<file path="config.mk">
export PLATFORM = sky130hd
export DESIGN_NAME = raster_draw
export DESIGN_NICKNAME = d
export VERILOG_FILES = /design/src/rtl/raster_pkg.sv /design/src/rtl/line_stepper.sv /design/src/rtl/raster_draw.sv
export SDC_FILE = /design/constraint.sdc
export NUM_CORES = 1
export LEC_CHECK = 0
export ABC_AREA = 1
export BUFFER_PORTS_ARGS = -buffer_cell sky130_fd_sc_hd__buf_2
export CAP_MARGIN = 40
export CORE_UTILIZATION = 31
export CTS_CLUSTER_SIZE = 12
export DETAILED_ROUTE_END_ITERATION = 12
export PLACE_DENSITY_LB_ADDON = 0.2
export SLEW_MARGIN = 10
export SYNTH_ARGS = -nofsm -noshare
export SYNTH_HDL_FRONTEND = slang
export SYNTH_SLANG_ARGS = --single-unit
</file>
<file path="constraint.sdc">
create_clock -name clock -period 4.5 [get_ports clock]
set_input_delay 0.9 -clock clock [delete_from_list [all_inputs] [get_ports clock]]
set_output_delay 0.9 -clock clock [all_outputs]
set_load 0.02 [all_outputs]
</file>
<file path="src/rtl/raster_pkg.sv">
// Shared types for the raster drawing engine: FSM state encoding and draw modes.
package raster_pkg;

  typedef enum logic [1:0] {
    IDLE   = 2'd0,
    SETUP  = 2'd1,
    DRAW   = 2'd2,
    FINISH = 2'd3
  } state_t;

  localparam logic MODE_LINE = 1'b0;
  localparam logic MODE_RECT = 1'b1;

  function automatic int unsigned max_w(input int unsigned a, input int unsigned b);
    return (a > b) ? a : b;
  endfunction

endpackage

</file>
<file path="src/rtl/line_stepper.sv">
// Integer Bresenham line walker: load captures the endpoints, each step advances one pixel.
module line_stepper
  import raster_pkg::*;
#(
  parameter int unsigned X_W = 9,
  parameter int unsigned Y_W = 8
) (
  input  logic           clock,
  input  logic           reset,
  input  logic           load,
  input  logic           step,
  input  logic [X_W-1:0] x0,
  input  logic [X_W-1:0] x1,
  input  logic [Y_W-1:0] y0,
  input  logic [Y_W-1:0] y1,
  output logic           at_end,
  output logic [X_W-1:0] x,
  output logic [Y_W-1:0] y
);

  // Two guard bits keep 2*err inside the signed range for the widest possible line.
  localparam int unsigned E_W = max_w(X_W, Y_W) + 2;

  logic [X_W-1:0]        x_q, x_end_q;
  logic [Y_W-1:0]        y_q, y_end_q;
  logic signed [E_W-1:0] err_q, dx_q, dy_q;
  logic                  sx_q, sy_q;

  logic [X_W-1:0]        dx_abs;
  logic [Y_W-1:0]        dy_abs;
  logic signed [E_W-1:0] dx_c, dy_c, e2, err_d;
  logic                  move_x, move_y;

  always_comb begin
    dx_abs = (x1 >= x0) ? (x1 - x0) : (x0 - x1);
    dy_abs = (y1 >= y0) ? (y1 - y0) : (y0 - y1);
    dx_c   = signed'({{(E_W - X_W){1'b0}}, dx_abs});
    dy_c   = signed'({{(E_W - Y_W){1'b0}}, dy_abs});
    e2     = err_q <<< 1;
    move_x = (e2 > -dy_q);
    move_y = (e2 < dx_q);
    err_d  = err_q;
    if (move_x) err_d = err_d - dy_q;
    if (move_y) err_d = err_d + dx_q;
  end

  assign at_end = (x_q == x_end_q) && (y_q == y_end_q);
  assign x      = x_q;
  assign y      = y_q;

  always_ff @(posedge clock or posedge reset) begin
    if (reset) begin
      x_q     <= '0;
      y_q     <= '0;
      x_end_q <= '0;
      y_end_q <= '0;
      err_q   <= '0;
      dx_q    <= '0;
      dy_q    <= '0;
      sx_q    <= 1'b0;
      sy_q    <= 1'b0;
    end else if (load) begin
      x_q     <= x0;
      y_q     <= y0;
      x_end_q <= x1;
      y_end_q <= y1;
      dx_q    <= dx_c;
      dy_q    <= dy_c;
      err_q   <= dx_c - dy_c;
      sx_q    <= (x1 < x0);
      sy_q    <= (y1 < y0);
    end else if (step && !at_end) begin
      err_q <= err_d;
      if (move_x) x_q <= sx_q ? (x_q - X_W'(1)) : (x_q + X_W'(1));
      if (move_y) y_q <= sy_q ? (y_q - Y_W'(1)) : (y_q + Y_W'(1));
    end
  end

endmodule

</file>
<file path="src/rtl/raster_draw.sv">
// Line / filled-rectangle pixel generator with a ready-stallable pixel output stream.
module raster_draw
  import raster_pkg::*;
#(
  parameter int unsigned X_W      = 9,
  parameter int unsigned Y_W      = 8,
  parameter int unsigned COLOUR_W = 3
) (
  input  logic                clock,
  input  logic                reset,
  input  logic                go,
  input  logic                mode,
  input  logic [X_W-1:0]      x0,
  input  logic [X_W-1:0]      x1,
  input  logic [Y_W-1:0]      y0,
  input  logic [Y_W-1:0]      y1,
  input  logic [COLOUR_W-1:0] colour_in,
  input  logic                pixel_ready,
  output logic                plot,
  output logic [X_W-1:0]      x_out,
  output logic [Y_W-1:0]      y_out,
  output logic [COLOUR_W-1:0] colour_out,
  output logic                busy,
  output logic                done
);

  state_t state_q, state_d;

  logic                mode_q;
  logic [X_W-1:0]      x0_q, x1_q;
  logic [Y_W-1:0]      y0_q, y1_q;
  logic [COLOUR_W-1:0] colour_q;

  logic [X_W-1:0] rx_q, rx_min_q, rx_max_q;
  logic [Y_W-1:0] ry_q, ry_max_q;

  logic           latch, setup, accept, last, ls_step, rect_step;
  logic           ls_at_end, rect_end;
  logic [X_W-1:0] ls_x;
  logic [Y_W-1:0] ls_y;

  line_stepper #(
    .X_W(X_W),
    .Y_W(Y_W)
  ) u_line_stepper (
    .clock (clock),
    .reset (reset),
    .load  (setup),
    .step  (ls_step),
    .x0    (x0_q),
    .x1    (x1_q),
    .y0    (y0_q),
    .y1    (y1_q),
    .at_end(ls_at_end),
    .x     (ls_x),
    .y     (ls_y)
  );

  assign rect_end = (rx_q == rx_max_q) && (ry_q == ry_max_q);

  always_comb begin
    state_d   = state_q;
    latch     = 1'b0;
    setup     = 1'b0;
    accept    = 1'b0;
    ls_step   = 1'b0;
    rect_step = 1'b0;
    last      = (mode_q == MODE_RECT) ? rect_end : ls_at_end;
    unique case (state_q)
      IDLE: begin
        if (go) begin
          latch   = 1'b1;
          state_d = SETUP;
        end
      end
      SETUP: begin
        setup   = 1'b1;
        state_d = DRAW;
      end
      DRAW: begin
        accept = pixel_ready;
        if (accept) begin
          if (last) begin
            state_d = FINISH;
          end else if (mode_q == MODE_RECT) begin
            rect_step = 1'b1;
          end else begin
            ls_step = 1'b1;
          end
        end
      end
      FINISH: state_d = IDLE;
      default: state_d = IDLE;
    endcase
  end

  assign plot       = (state_q == DRAW);
  assign busy       = (state_q != IDLE);
  assign done       = (state_q == FINISH);
  assign x_out      = (mode_q == MODE_RECT) ? rx_q : ls_x;
  assign y_out      = (mode_q == MODE_RECT) ? ry_q : ls_y;
  assign colour_out = colour_q;

  always_ff @(posedge clock or posedge reset) begin
    if (reset) begin
      state_q  <= IDLE;
      mode_q   <= MODE_LINE;
      x0_q     <= '0;
      x1_q     <= '0;
      y0_q     <= '0;
      y1_q     <= '0;
      colour_q <= '0;
      rx_q     <= '0;
      ry_q     <= '0;
      rx_min_q <= '0;
      rx_max_q <= '0;
      ry_max_q <= '0;
    end else begin
      state_q <= state_d;
      if (latch) begin
        mode_q   <= mode;
        x0_q     <= x0;
        x1_q     <= x1;
        y0_q     <= y0;
        y1_q     <= y1;
        colour_q <= colour_in;
      end
      if (setup) begin
        rx_q     <= (x0_q < x1_q) ? x0_q : x1_q;
        rx_min_q <= (x0_q < x1_q) ? x0_q : x1_q;
        rx_max_q <= (x0_q < x1_q) ? x1_q : x0_q;
        ry_q     <= (y0_q < y1_q) ? y0_q : y1_q;
        ry_max_q <= (y0_q < y1_q) ? y1_q : y0_q;
      end else if (rect_step) begin
        // Raster order: wrap x back to the left edge at the end of each row.
        if (rx_q == rx_max_q) begin
          rx_q <= rx_min_q;
          ry_q <= ry_q + Y_W'(1);
        end else begin
          rx_q <= rx_q + X_W'(1);
        end
      end
    end
  end

endmodule

</file>
# [Word-level counts from Yosys, hierarchy flattened]
# Cells that the tools add are included.
[word_totals] register_bits=147 input_bits=42 output_inout_bits=23 wordCells=110
[classes] n_addsub=14 magnitude_cmp=8 n_eq_ne=10 n_mux=42 n_reduce_logical=15
[ops] operator="two-way mux 9 bit" n=11
[ops] operator="two-way mux 8 bit" n=11
[ops] operator="two-way mux 11 bit" n=4
[ops] operator="adder 9 x 1 -> 9 bit, second input constant" n=2
[ops] operator="== test 9 bit" n=2
[ops] operator="< comparator 9 bit" n=2
[ops] operator="subtractor 9 bit" n=2
[ops] operator="adder 8 x 1 -> 8 bit, second input constant" n=2
[ops] operator="== test 8 bit" n=2
[ops] operator="< comparator 8 bit" n=2
[ops] operator="subtractor 8 bit" n=2
[ops] operator="two-way mux 1 bit" n=12
[ops] operator="nonzero test 2 bit" n=6
[ops] operator="adder 11 x 10 -> 11 bit" n=1
[ops] operator="> comparator 11 bit" n=1
[ops] operator="< comparator 11 x 10 -> 1 bit" n=1
[ops] operator="negator 8 -> 11 bit" n=1
[ops] operator="subtractor 11 x 9 -> 11 bit" n=1
[ops] operator="subtractor 9 x 8 -> 10 bit" n=1
[ops] operator=">= comparator 9 bit" n=1
[ops] operator="subtractor 9 x 1 -> 9 bit, second input constant" n=1
[ops] operator=">= comparator 8 bit" n=1
[ops] operator="case mux 2 bit (4 select lines)" n=1
[ops] operator="subtractor 8 x 1 -> 8 bit, second input constant" n=1
[ops] operator="other kinds (10)" n=18

# [Longest topological paths before layout]
[logic_depth] depth_word=9 ltp_mapped=29 depth_no_buf=29

# [Hierarchy]
# From an unflattened synthesis, not the netlist that was laid out.
[unflattened] hier_cells=1691 hier_area_um2=12100.4
[by_module_without_submodules] mod="line_stepper" n_inst=1 cells_per_inst=1035 area_each_um2=7126.8 seq_area_each_um2=1576.5
[by_module_without_submodules] mod="raster_draw" n_inst=1 cells_per_inst=656 area_each_um2=4973.5 seq_area_each_um2=2077.0

# [Worst setup path before layout]
# No wires, ideal clock.
[synth_path] path_kind="register to register" start="register u_line_stepper.dy_q[1]" end="register u_line_stepper.err_q[8]" setup_ps=122 t_arrival_ps=3652 required_time_ps=4378 setup_slack_ps=726 stages_incl_launch_ff=29 path_buffers=0 period_less_slack_ps=3774 cell_sequence="dfrtp_1 > inv_1 > ha_1 > nand3_1 > nor3_1 > nand2_1 > nor2_1 > ha_1 > nand2_1 > inv_1 > nand2_1 > inv_1 > nand2_1 > nand3_1 > nand2_1 > nand3_4 > nand2_1 > o21ai_0 > ha_1 > fa_1 > nand3_1 > nand3_1 > nand4_1 > nand3b_1 > or2_2 > nand3_1 > nand2_1 > nand2_1 > a21oi_1"
[synth_between] elab_chain_cells=7 word_cells_on_any_way=8 cone_classes="add/sub: 3; order compare: 1; mux: 4"
[synth_lines] element="start, declared" line="line_stepper.sv:26" source="logic signed [E_W-1:0] err_q, dx_q, dy_q;"
[synth_lines] element="start signal, assigned" line="line_stepper.sv:68" source="dy_q <= dy_c;"
[synth_lines] element="negator 8 -> 11 bit" line="line_stepper.sv:40" source="move_x = (e2 > -dy_q);"
[synth_lines] element="> comparator 11 bit" line="line_stepper.sv:40"
[synth_lines] element="two-way mux 11 bit *" line="line_stepper.sv:43" source="if (move_x) err_d = err_d - dy_q;"
[synth_lines] element="adder 11 x 10 -> 11 bit" line="line_stepper.sv:44" source="if (move_y) err_d = err_d + dx_q;"
[synth_lines] element="two-way mux 11 bit *" line="line_stepper.sv:44"
[synth_lines] element="two-way mux 11 bit *" line="line_stepper.sv:72" source="end else if (step && !at_end) begin"
[synth_lines] element="two-way mux 11 bit *" line="line_stepper.sv:62" source="end else if (load) begin"
[synth_lines] element="end signal, assigned" line="line_stepper.sv:69" source="err_q <= dx_c - dy_c;"
[synth_lines] element="end signal, assigned" line="line_stepper.sv:73" source="err_q <= err_d;"
[synth_lines] element="end, declared" line="line_stepper.sv:26"
# Mark *: on every way between the ends. The rest lies on a longest branch, timed or not. The select of a mux whose other input is x is not followed.
# A chain may end at the register's enable or synchronous reset.

# [Worst setup path in the final report]
[layout_path] start="register u_line_stepper.dy_q[0]" end="register u_line_stepper.err_q[8]"
# The elaborated chain is that of the path after synthesis.

==> summary.md <==
| Metric | Value |
|---|---|
| # diodes | 0 |
| Register area share after synthesis | 32.3% |
| Critical path class | reg2reg |
| R2R Path Start | u_line_stepper.dy_q[0]$_DFFE_PP0P_ |
| Critical path depth | 28 |
| Core box area | 35700 sq um |
| Maximum root-to-sink buffer count | 2 |
| DRT iter0 DRCs | 565 |
| Post-detail-place hpwl | 25.0 mm |
| Main synth FF type | dfrtp_1 |
| # fillers | 3884 |
| Clk sinks | 146 |
| Die Y | 193 um |
| ANT nets after route | 0 |
| Mean Syn Cell Area | 7.11 sq um |
| Synth unique cells | 44 |
| Max incr delay on CP | 0.42 ns |
| Post-synthesis cell area | 11300 sq um |
| Worst rel slew slack | 47.9% |
| Peak Freq | 246 MHz |
| Worst setup EP type | register |
| Vias in the first global route | 10000 |
| Die area | 37300 sq um |
| EDFF count, synth | 0 |
| Routability congestion estimate | 0.903 |
| HP Class | in2async |
| Row count | 69 |
| Crit path top cell by count | nand2_1 |
| Max-cap violations | 0 |
| Clk slew on worst S/H paths | 0.07 ns |
| Worst path arrival time | 4.39 ns |
| I/O pin count | 65 |
| Most common cell after layout, fill and taps aside | nand2_1 |
| Pre-antenna DRT Iters | 7 |
| Residual overflow from global routing | 0 |
| Slowest cell on crit path | dfrtp_1 |
| Number of synthesized register bits | 146 |
| CTS tree | yes |
| Status | finished, final reports clean |
| Worst setup path start | u_line_stepper.dy_q[0]$_DFFE_PP0P_ |
| Critical Path RT | 4.82 ns |
| DR vias/cell | 4.87 |
| Max FO, Critical Path | 9 |
| Final min period | 4.07 ns |
| GRT Total Usage | 18.6% |
| Routed WL | 32.9 mm |
| Port Buf Inserts | 64 |
| Drt wl/cell | 15.6 um |
| Cts bufs inserted | 17 |
| Area growth syn-to-layout | 12.7% |
| WP buf/inv | 3 |
| H-tree depth | 4 |
| Count of final hold-check violations | 0 |
| Via count | 10300 |
| Share of post-route cells with drive strength above 1 | 9.15% |
| Finish-stage setup viols | 0 |
| R2R depth | 28 |
| Die X | 193 um |
| Worst-Skew Late Latency | 0.45 ns |
| Startpoint types | register |
| Largest net degree at the start of global routing | 134 |
| Syn nets | 1741 |
| Clock Tree Root | clkbuf_16 |
| Pins over their slew limit | 0 |
| Antenna violations before repair | 0 |
| Most frequent cells in the layout | nand2_1, inv_1, dfrtp_1 |
| Synth warn | 0 |
| First-pass GRT wire length | 54.0 mm |
| Initial Utilization | 31.7% |
| Drt drc | 0 |
| Period utilization | 90.3% |
| Worst Clk Skew | 0.0150 ns |
| Final #Nets | 1787 |
| CP delay by family, top | simple AND/OR/NAND/NOR gates |
| Setup repair after global routing missed its margin | no |
| Actual transition at the worst max-transition pin | 0.781 ns |
| TNS Setup | 0 ns |
| Async set or reset register ratio after synthesis | 100% |
| Post-synthesis cell count | 1592 |
through the flow:
stage	instances	hold slack, ns	utilization (%)	cell area (sq um)	setup slack (ns)
after floorplan	1592	0.439	-	11300	0.726
after global placement	2078	0.455	33.8	12100	0.294
after detailed placement	2078	0.459	33.8	12100	0.230
after CTS	2110	0.457	35.6	12700	0.221
after global routing	2112	0.482	35.7	12800	0.00157
final	2112	0.450	35.7	12800	0.434
flip-flops by register name (all words and copies together) (netlist names):
name and count:
colour_out 3, mode_q 1, rx_max_q 9, rx_min_q 9
rx_q 9, ry_max_q 8, ry_q 8, state_q 2
u_line_stepper.dx_q 9, u_line_stepper.dy_q 8, u_line_stepper.err_q 10, u_line_stepper.sx_q 1
u_line_stepper.sy_q 1, u_line_stepper.x 9, u_line_stepper.x_end_q 9, u_line_stepper.y 8
u_line_stepper.y_end_q 8, x0_q 9, x1_q 9, y0_q 8
y1_q 8
Yosys cell counts (3+ instances only):
cell type	instances	area, sq um
nand2_1	429	1610
inv_1	196	736
dfrtp_1	146	3650
o21ai_0	140	701
a21oi_1	136	681
nor2_1	130	488
ha_1	98	1230
nand3_1	67	335
xor2_1	51	447
clkbuf_1	28	105
xnor2_1	22	193
nand4_1	19	119
buf_2	11	55.1
nor3_1	10	50.1
o221ai_1	10	87.6
a31oi_1	9	56.3
fa_1	9	180
o211ai_1	9	67.6
o21ai_1	9	45.0
or2_2	7	43.8
nand2_2	6	37.5
o22ai_1	5	31.3
a211oi_1	4	30.0
nand3b_1	4	30.0
a21oi_2	3	26.3
buf_1	3	11.3
buf_4	3	22.5
mux2_2	3	33.8
nand4_2	3	37.5
logic make-up (layout without fill, tap and decap cells):
logic type	count (synthesis)	after routing	share of synthesized area [%]
adder cells (fa/ha/maj)	107	107	12.4
flip-flops	146	146	32.3
AO/OA/AOI/OAI	332	332	15.7
buffers and inverters	247	306	8.54
AND/OR/NAND/NOR	682	682	24.9
multiplexers	4	4	0.387
XOR/XNOR	74	74	5.79
path summary, 6_finish.rpt:
check / to / slack, ns
min reg2reg: rx_min_q[7]$_DFFE_PP0P_ / 0.47
min: u_line_stepper.dy_q[7]$_DFFE_PP0P_ / 0.45
max: u_line_stepper.err_q[8]$_DFFE_PP0P_ / 0.43
max reg2reg: u_line_stepper.err_q[8]$_DFFE_PP0P_ / 0.43
max in group asynchronous: x0_q[8]$_DFFE_PP0P_ / 3.00
min in group clock: rx_min_q[7]$_DFFE_PP0P_ / 0.47
worst reg2reg max path: cells and delay by family (launching register included):
kind	cells	cell delay [ns]
adder cells (fa/ha/maj)	4	1.07
buffers and inverters	3	0.18
AO/OA/AOI/OAI	2	0.17
AND/OR/NAND/NOR	19	2.07
flip-flops	1	0.42
cell type report:
type	count	area (sq um)	area share, %
Timing Repair Buffer	74	408	3.20
Clock buffer	17	425	3.33
Sequential cell	146	3650	28.6
Clock inverter	15	193	1.51
Inverter	200	754	5.91
Tap cell	461	577	4.52
Multi-Input combinational cell	1199	6750	52.9
metal layers:
layer | wire length [um] | GRT usage, % | vias up
met5 | 0 | 0 | -
met2 | 15000 | 29.8 | 191
met1 | 16200 | 25.9 | 4771
met4 | 665 | 5.95 | 0
met3 | 1060 | 2.28 | 35
li1 | - | - | 5278
timing repair:
action                     in CTS  in global routing
setup endpoints to repair       0                  5
setup buffers                   0                  2
resized for setup               0                 10
hold buffers                    0                  0
Power is left out: the tool's default activity adds up to more than one toggle a clock period on the data nets, which glitch-free logic cannot reach.
